**src/rtl/pipe_ctrl_if.sv**
```systemverilog
// Pipeline-control bus: hazard/branch/memory status in, stall/flush controls and counters out.
interface pipe_ctrl_if #(parameter int unsigned CNT_W = 16);
  logic [3:0]       id_src1;
  logic [3:0]       id_src2;
  logic             id_two_src;
  logic             exe_wb_en;
  logic [3:0]       exe_dest;
  logic             exe_mem_r_en;
  logic             mem_wb_en;
  logic [3:0]       mem_dest;
  logic             fwd_en;
  logic             branch_taken;
  logic             mem_req;
  logic             sram_ready;
  logic             freeze_pc;
  logic             flush_if_id;
  logic             bubble_id_ex;
  logic             freeze_all;
  logic             mem_err;
  logic [CNT_W-1:0] stall_cnt;
  logic [CNT_W-1:0] flush_cnt;

  modport master (
    output id_src1, id_src2, id_two_src, exe_wb_en, exe_dest, exe_mem_r_en,
           mem_wb_en, mem_dest, fwd_en, branch_taken, mem_req, sram_ready,
    input  freeze_pc, flush_if_id, bubble_id_ex, freeze_all, mem_err,
           stall_cnt, flush_cnt
  );

  modport slave (
    input  id_src1, id_src2, id_two_src, exe_wb_en, exe_dest, exe_mem_r_en,
           mem_wb_en, mem_dest, fwd_en, branch_taken, mem_req, sram_ready,
    output freeze_pc, flush_if_id, bubble_id_ex, freeze_all, mem_err,
           stall_cnt, flush_cnt
  );
endinterface

```
**src/rtl/pipe_ctrl.sv**
```systemverilog
// Pipeline hazard/flush/SRAM-wait controller with sticky timeout flag and
// saturating stall/flush performance counters.
module pipe_ctrl #(
  parameter int unsigned TIMEOUT = 15,
  parameter int unsigned CNT_W   = 16
) (
  input  logic       clk,
  input  logic       rst_n,
  pipe_ctrl_if.slave bus
);
  localparam int unsigned WCNT_W = $clog2(TIMEOUT + 1);

  typedef enum logic {RUN = 1'b0, MEM_WAIT = 1'b1} state_t;

  state_t             state_q, state_d;
  logic [WCNT_W-1:0]  wcnt_q, wcnt_d;
  logic               mem_err_q, mem_err_d;
  logic [CNT_W-1:0]   stall_cnt_q, stall_cnt_d;
  logic [CNT_W-1:0]   flush_cnt_q, flush_cnt_d;

  logic m_exe, m_mem, hazard;
  logic frz_all, frz_pc, flush, bubble, pipe_ok;

  // Source match against EX/MEM destinations; forwarding leaves only load-use.
  always_comb begin
    m_exe = (bus.id_src1 == bus.exe_dest) ||
            (bus.id_two_src && (bus.id_src2 == bus.exe_dest));
    m_mem = (bus.id_src1 == bus.mem_dest) ||
            (bus.id_two_src && (bus.id_src2 == bus.mem_dest));
    if (bus.fwd_en) hazard = bus.exe_wb_en && bus.exe_mem_r_en && m_exe;
    else            hazard = (bus.exe_wb_en && m_exe) || (bus.mem_wb_en && m_mem);
  end

  // Next state and control; memory wait outranks branch flush outranks stall.
  always_comb begin
    state_d   = state_q;
    wcnt_d    = wcnt_q;
    mem_err_d = mem_err_q;
    frz_all   = 1'b0;
    frz_pc    = 1'b0;
    flush     = 1'b0;
    bubble    = 1'b0;
    pipe_ok   = 1'b0;
    case (state_q)
      RUN: begin
        if (bus.mem_req && !bus.sram_ready) begin
          frz_all = 1'b1;
          state_d = MEM_WAIT;
          wcnt_d  = WCNT_W'(1);
        end else begin
          pipe_ok = 1'b1;
        end
      end
      MEM_WAIT: begin
        if (bus.sram_ready) begin
          state_d = RUN;
          wcnt_d  = '0;
          pipe_ok = 1'b1;
        end else if (wcnt_q < WCNT_W'(TIMEOUT)) begin
          frz_all = 1'b1;
          wcnt_d  = wcnt_q + WCNT_W'(1);
        end else begin
          mem_err_d = 1'b1;
          state_d   = RUN;
          wcnt_d    = '0;
        end
      end
      default: begin
        state_d = RUN;
        wcnt_d  = '0;
      end
    endcase
    if (pipe_ok) begin
      if (bus.branch_taken) begin
        flush  = 1'b1;
        bubble = 1'b1;
      end else if (hazard) begin
        frz_pc = 1'b1;
        bubble = 1'b1;
      end
    end
  end

  always_comb begin
    stall_cnt_d = stall_cnt_q;
    flush_cnt_d = flush_cnt_q;
    if ((frz_all || frz_pc) && (stall_cnt_q != '1)) stall_cnt_d = stall_cnt_q + CNT_W'(1);
    if (flush && (flush_cnt_q != '1))               flush_cnt_d = flush_cnt_q + CNT_W'(1);
  end

  always_ff @(posedge clk or negedge rst_n) begin
    if (!rst_n) begin
      state_q     <= RUN;
      wcnt_q      <= '0;
      mem_err_q   <= 1'b0;
      stall_cnt_q <= '0;
      flush_cnt_q <= '0;
    end else begin
      state_q     <= state_d;
      wcnt_q      <= wcnt_d;
      mem_err_q   <= mem_err_d;
      stall_cnt_q <= stall_cnt_d;
      flush_cnt_q <= flush_cnt_d;
    end
  end

  // Controls are forced low while reset is held, whatever the inputs do.
  assign bus.freeze_all   = frz_all & rst_n;
  assign bus.freeze_pc    = frz_pc  & rst_n;
  assign bus.flush_if_id  = flush   & rst_n;
  assign bus.bubble_id_ex = bubble  & rst_n;
  assign bus.mem_err      = mem_err_q;
  assign bus.stall_cnt    = stall_cnt_q;
  assign bus.flush_cnt    = flush_cnt_q;
endmodule

```
**src/flat_wrapper.sv**
```systemverilog
// flat-port wrapper written by rule: the top's interface ports become plain ports
module pipe_ctrl_flat 
#(
  parameter int unsigned TIMEOUT = 15,
  parameter int unsigned CNT_W   = 16
)
  (clk, rst_n, bus_id_src1, bus_id_src2, bus_id_two_src, bus_exe_wb_en, bus_exe_dest, bus_exe_mem_r_en, bus_mem_wb_en, bus_mem_dest, bus_fwd_en, bus_branch_taken, bus_mem_req, bus_sram_ready, bus_freeze_pc, bus_flush_if_id, bus_bubble_id_ex, bus_freeze_all, bus_mem_err, bus_stall_cnt, bus_flush_cnt);
  pipe_ctrl_if #(.CNT_W(CNT_W)) bus_i ();
  input  logic clk;
  input  logic rst_n;
  input wire logic [$bits(bus_i.id_src1)-1:0] bus_id_src1;
  input wire logic [$bits(bus_i.id_src2)-1:0] bus_id_src2;
  input wire logic [$bits(bus_i.id_two_src)-1:0] bus_id_two_src;
  input wire logic [$bits(bus_i.exe_wb_en)-1:0] bus_exe_wb_en;
  input wire logic [$bits(bus_i.exe_dest)-1:0] bus_exe_dest;
  input wire logic [$bits(bus_i.exe_mem_r_en)-1:0] bus_exe_mem_r_en;
  input wire logic [$bits(bus_i.mem_wb_en)-1:0] bus_mem_wb_en;
  input wire logic [$bits(bus_i.mem_dest)-1:0] bus_mem_dest;
  input wire logic [$bits(bus_i.fwd_en)-1:0] bus_fwd_en;
  input wire logic [$bits(bus_i.branch_taken)-1:0] bus_branch_taken;
  input wire logic [$bits(bus_i.mem_req)-1:0] bus_mem_req;
  input wire logic [$bits(bus_i.sram_ready)-1:0] bus_sram_ready;
  output wire logic [$bits(bus_i.freeze_pc)-1:0] bus_freeze_pc;
  output wire logic [$bits(bus_i.flush_if_id)-1:0] bus_flush_if_id;
  output wire logic [$bits(bus_i.bubble_id_ex)-1:0] bus_bubble_id_ex;
  output wire logic [$bits(bus_i.freeze_all)-1:0] bus_freeze_all;
  output wire logic [$bits(bus_i.mem_err)-1:0] bus_mem_err;
  output wire logic [$bits(bus_i.stall_cnt)-1:0] bus_stall_cnt;
  output wire logic [$bits(bus_i.flush_cnt)-1:0] bus_flush_cnt;
  assign bus_i.id_src1 = bus_id_src1;
  assign bus_i.id_src2 = bus_id_src2;
  assign bus_i.id_two_src = bus_id_two_src;
  assign bus_i.exe_wb_en = bus_exe_wb_en;
  assign bus_i.exe_dest = bus_exe_dest;
  assign bus_i.exe_mem_r_en = bus_exe_mem_r_en;
  assign bus_i.mem_wb_en = bus_mem_wb_en;
  assign bus_i.mem_dest = bus_mem_dest;
  assign bus_i.fwd_en = bus_fwd_en;
  assign bus_i.branch_taken = bus_branch_taken;
  assign bus_i.mem_req = bus_mem_req;
  assign bus_i.sram_ready = bus_sram_ready;
  assign bus_freeze_pc = bus_i.freeze_pc;
  assign bus_flush_if_id = bus_i.flush_if_id;
  assign bus_bubble_id_ex = bus_i.bubble_id_ex;
  assign bus_freeze_all = bus_i.freeze_all;
  assign bus_mem_err = bus_i.mem_err;
  assign bus_stall_cnt = bus_i.stall_cnt;
  assign bus_flush_cnt = bus_i.flush_cnt;
  pipe_ctrl #(.TIMEOUT(TIMEOUT), .CNT_W(CNT_W)) u_core (.clk(clk), .rst_n(rst_n), .bus(bus_i));
endmodule
```
**config.mk**
```make
export PLATFORM = sky130hd
export DESIGN_NAME = pipe_ctrl_flat
export DESIGN_NICKNAME = d
export VERILOG_FILES = /design/src/rtl/pipe_ctrl_if.sv /design/src/rtl/pipe_ctrl.sv /design/src/flat_wrapper.sv
export SDC_FILE = /design/constraint.sdc
export NUM_CORES = 1
export LEC_CHECK = 0
export CAP_MARGIN = 15
export CORE_AREA = 10 10 89 91
export DETAILED_ROUTE_END_ITERATION = 10
export DIE_AREA = 0 0 99 101
export GPL_TIMING_DRIVEN = 0
export SYNTH_ARGS = -nofsm -noshare
export SYNTH_HDL_FRONTEND = slang
export SYNTH_SLANG_ARGS = --single-unit
```
**constraint.sdc**
```tcl
create_clock -name clk -period 2.9 [get_ports clk]
set_clock_uncertainty 0.2 [all_clocks]
set_input_delay 0.435 -clock clk [delete_from_list [all_inputs] [get_ports clk]]
set_output_delay 0.435 -clock clk [all_outputs]
set_load 0.01 [all_outputs]
```
==> summary.txt <==
Yosys
  – Netlist cell types: 37
  – Post-synth top flop: dfrtp_1
  – Post-synth EDFFs: 0
  – Sequential area share after synthesis: 44.7%
  – Syn_area_per_cell: 10.6 sq um
  – Share of flip-flops with an asynchronous set or reset: 100%
  – Largest cells by area after synthesis: dfrtp_1 45%, xor2_1 9.5%, xnor2_1 9.1%
  – Seq cells post-synth: 38
  – Synthesis warning total: 0
  – Largest area contributor in the netlist: dfrtp_1
  – Top cells by count, synth: 38 x dfrtp_1, 23 x xor2_1, 22 x xnor2_1
  – Synth top area share: 44.7%
  – Syn Nets: 229
  – Most frequent cell after synthesis: dfrtp_1
  – Cells after synthesis: 200
  – Post-Syn Area: 2130 sq um

Timing
  – Final Hold Vio Count: 0
  – Setup tns final: 0 ns
  – Fmax: 356 MHz
  – RSZ-0062 raised after global routing: yes
  – Slew HR: 57.8%
  – Max-slew violations: 0
  – Tmin final: 2.81 ns
  – Worst-margin pin slew: 0.631 ns
  – Final setup fails: 0
  – Final worst path period share: 96.9%
  – Final Worst Setup Slack: 0.0895 ns

Route
  – Via count: 1,751
  – DR pass1 iterations: 4
  – DRC viols: 0
  – Via density per instance: 4.99
  – DR iter-0 viols: 88
  – Drt wl/cell: 15.2 um
  – Antenna Nets Post-Route: 0
  – Post-Route WL: 5340 um

GRT
  – Initial antenna violation count: 0
  – Vias in the first global route: 1,804
  – Global-route wire length before repair: 8840 um
  – Overall global routing resource usage: 10.7%
  – Grt total ovfl: 0
  – Largest net degree at the start of global routing: 27

Clocking
  – CTS max path bufs: 2
  – Root Buffer: clkbuf_8
  – Worst-skew pair later-pin latency: 0.28 ns
  – CTS sink count: 38
  – Htree depth: 2
  – Clk pin slew, worst setup/hold paths: 0.07 ns
  – CTS tree: done
  – Number of buffers created by CTS: 5

Finish
  – Post-Layout Cell Count: 351
  – Share of post-route cells with drive strength above 1: 12.0%
  – N_diodes: 0
  – Area delta synth->final: 41.0%
  – Fin util: 48.3%
  – Post-layout nets: 303
  – Fill cells: 597

Job
  – Max-cap viol count: 0

Worst setup path
  – Crit path launch type: primary input
  – Worst EP required: 2.27 ns
  – Worst-path maximum fanout: 10
  – CP startpoint: bus_sram_ready
  – R2R Path End: u_core.bus.stall_cnt[4]
  – Crit end category: output port
  – R2R depth: 8
  – Reg2reg start: u_core.bus.stall_cnt[0]
  – WS Path Type: in2out
  – CP endpoint: bus_freeze_all
  – Worst R2R Setup Slack: 0.68 ns
  – CP arrival: 2.18 ns

Power
  – VDD IR max: 0.352 mV
  – Pleak: 1.27 nW
  – Pwr dens: 532 nW/um^2

Die
  – Core ar.: 6200 sq um
  – Die area: 10000 sq um
  – Starting density of the core: 34.3%
  – DIE WIDTH: 99 um
  – Die height: 101 um
  – Row count: 29
  – IO Count: 63

Run status
  – Status: complete, no violations

Place
  – Placer Congestion: 0.803
  – Port Buf Inserts: 62
  – Worst slack, placed: -0.471 ns
  – DP HPWL: 4110 um
  – Placed Instances: 340

Worst hold path
  – Hold Crit Class: reg2reg
  – Hold Crit Depth: 1
==> cells in the final DEF, fill, tap and decap left out, types with 5 or more instances in the layout <==
cell,Yosys,routed
a211oi_2,5,5
and3_1,6,6
clkbuf_8,0,5
clkdlybuf4s50_1,0,59
dfrtp_1,38,38
inv_1,6,6
nand2_1,17,17
nand3_1,15,15
nand4_1,7,7
nor2_1,11,10
xnor2_1,22,22
xor2_1,23,23
==> stage by stage <==
| stage | instance area [sq um] | hold WS (ns) | power, mW |
|---|---|---|---|
| after floorplan | 2130 | -0.0606 | 0.968 |
| after global placement | 2840 | 0.279 | 1.25 |
| after detailed placement | 2860 | 0.173 | 1.26 |
| after CTS | 2980 | 0.293 | 1.62 |
| after global routing | 3000 | 0.316 | 1.70 |
| final | 3000 | 0.290 | 1.59 |
==> worst max-delay path: stages <==
cell	delay, ns
clkdlybuf4s50_1	0.58
nor2_4	0.08
a22oi_2	0.20
buf_2	0.29
nor2b_1	0.08
clkdlybuf4s50_1	0.50
==> final cells by class <==
type                            count  area (sq um)  area share, %
Inverter                            6          22.5          0.752
Multi-Input combinational cell    152          1150           38.5
Clock buffer                        7          76.3           2.55
Buffer                              4          28.8          0.960
Timing Repair Buffer               67           668           22.3
Tap cell                           77          96.3           3.22
Sequential cell                    38           951           31.7
==> power breakdown <==
part           internal [mW]  switching (mW)
clock                  0.166           0.174
combinational          0.292           0.223
sequential             0.623           0.115
==> registers in the layout, indices dropped and copies added, names as in the netlist <==
signal / flops
u_core.bus.flush_cnt: 16
u_core.bus.mem_err: 1
u_core.bus.stall_cnt: 16
u_core.state_q: 1
u_core.wcnt_q: 4
==> per-layer routing <==
layer | global-route usage [%] | part of all wire, % | vias to the layer above
met1 | 13.0 | 45 | 838
met3 | 4.53 | 7.8 | 6
li1 | - | - | 865
met5 | 0 | 0 | -
met2 | 16.5 | 46 | 42
met4 | 3.97 | 0.97 | 0
==> worst min-delay path by stage <==
stage,startpoint,slack (ns),to
after global routing,u_core.bus.stall_cnt[15],0.32,u_core.bus.stall_cnt[15]
after global placement,u_core.bus.flush_cnt[10],0.28,u_core.bus.flush_cnt[10]
after CTS,u_core.wcnt_q[3],0.29,u_core.wcnt_q[3]
after floorplan,rst_n,-0.06,u_core.bus.flush_cnt[0]
final,u_core.bus.flush_cnt[6],0.29,u_core.bus.flush_cnt[6]
after detailed placement,rst_n,0.17,u_core.bus.stall_cnt[14]
==> cell families after synthesis <==
| family | share of synthesized area (%) |
|---|---|
| muxes | 1.59 |
| buffers and inverters | 2.41 |
| DFF | 44.7 |
| xor gates and xnor gates | 18.5 |
| adders and majority gates | 1.77 |
| and+or+nand+nor | 16.3 |
| AOI/OAI and AO/OA | 14.7 |
==> timing repair <==
item / CTS / global route
hold buffers: 2 / 0
endpoints found under the setup margin: 3 / 3
endpoints found under the hold margin: 13 / 0
setup buffers: 2 / 0
pin swaps: 2 / 1
gates resized for setup: 5 / 4
Note: power is estimated with default switching activity, not from simulation.
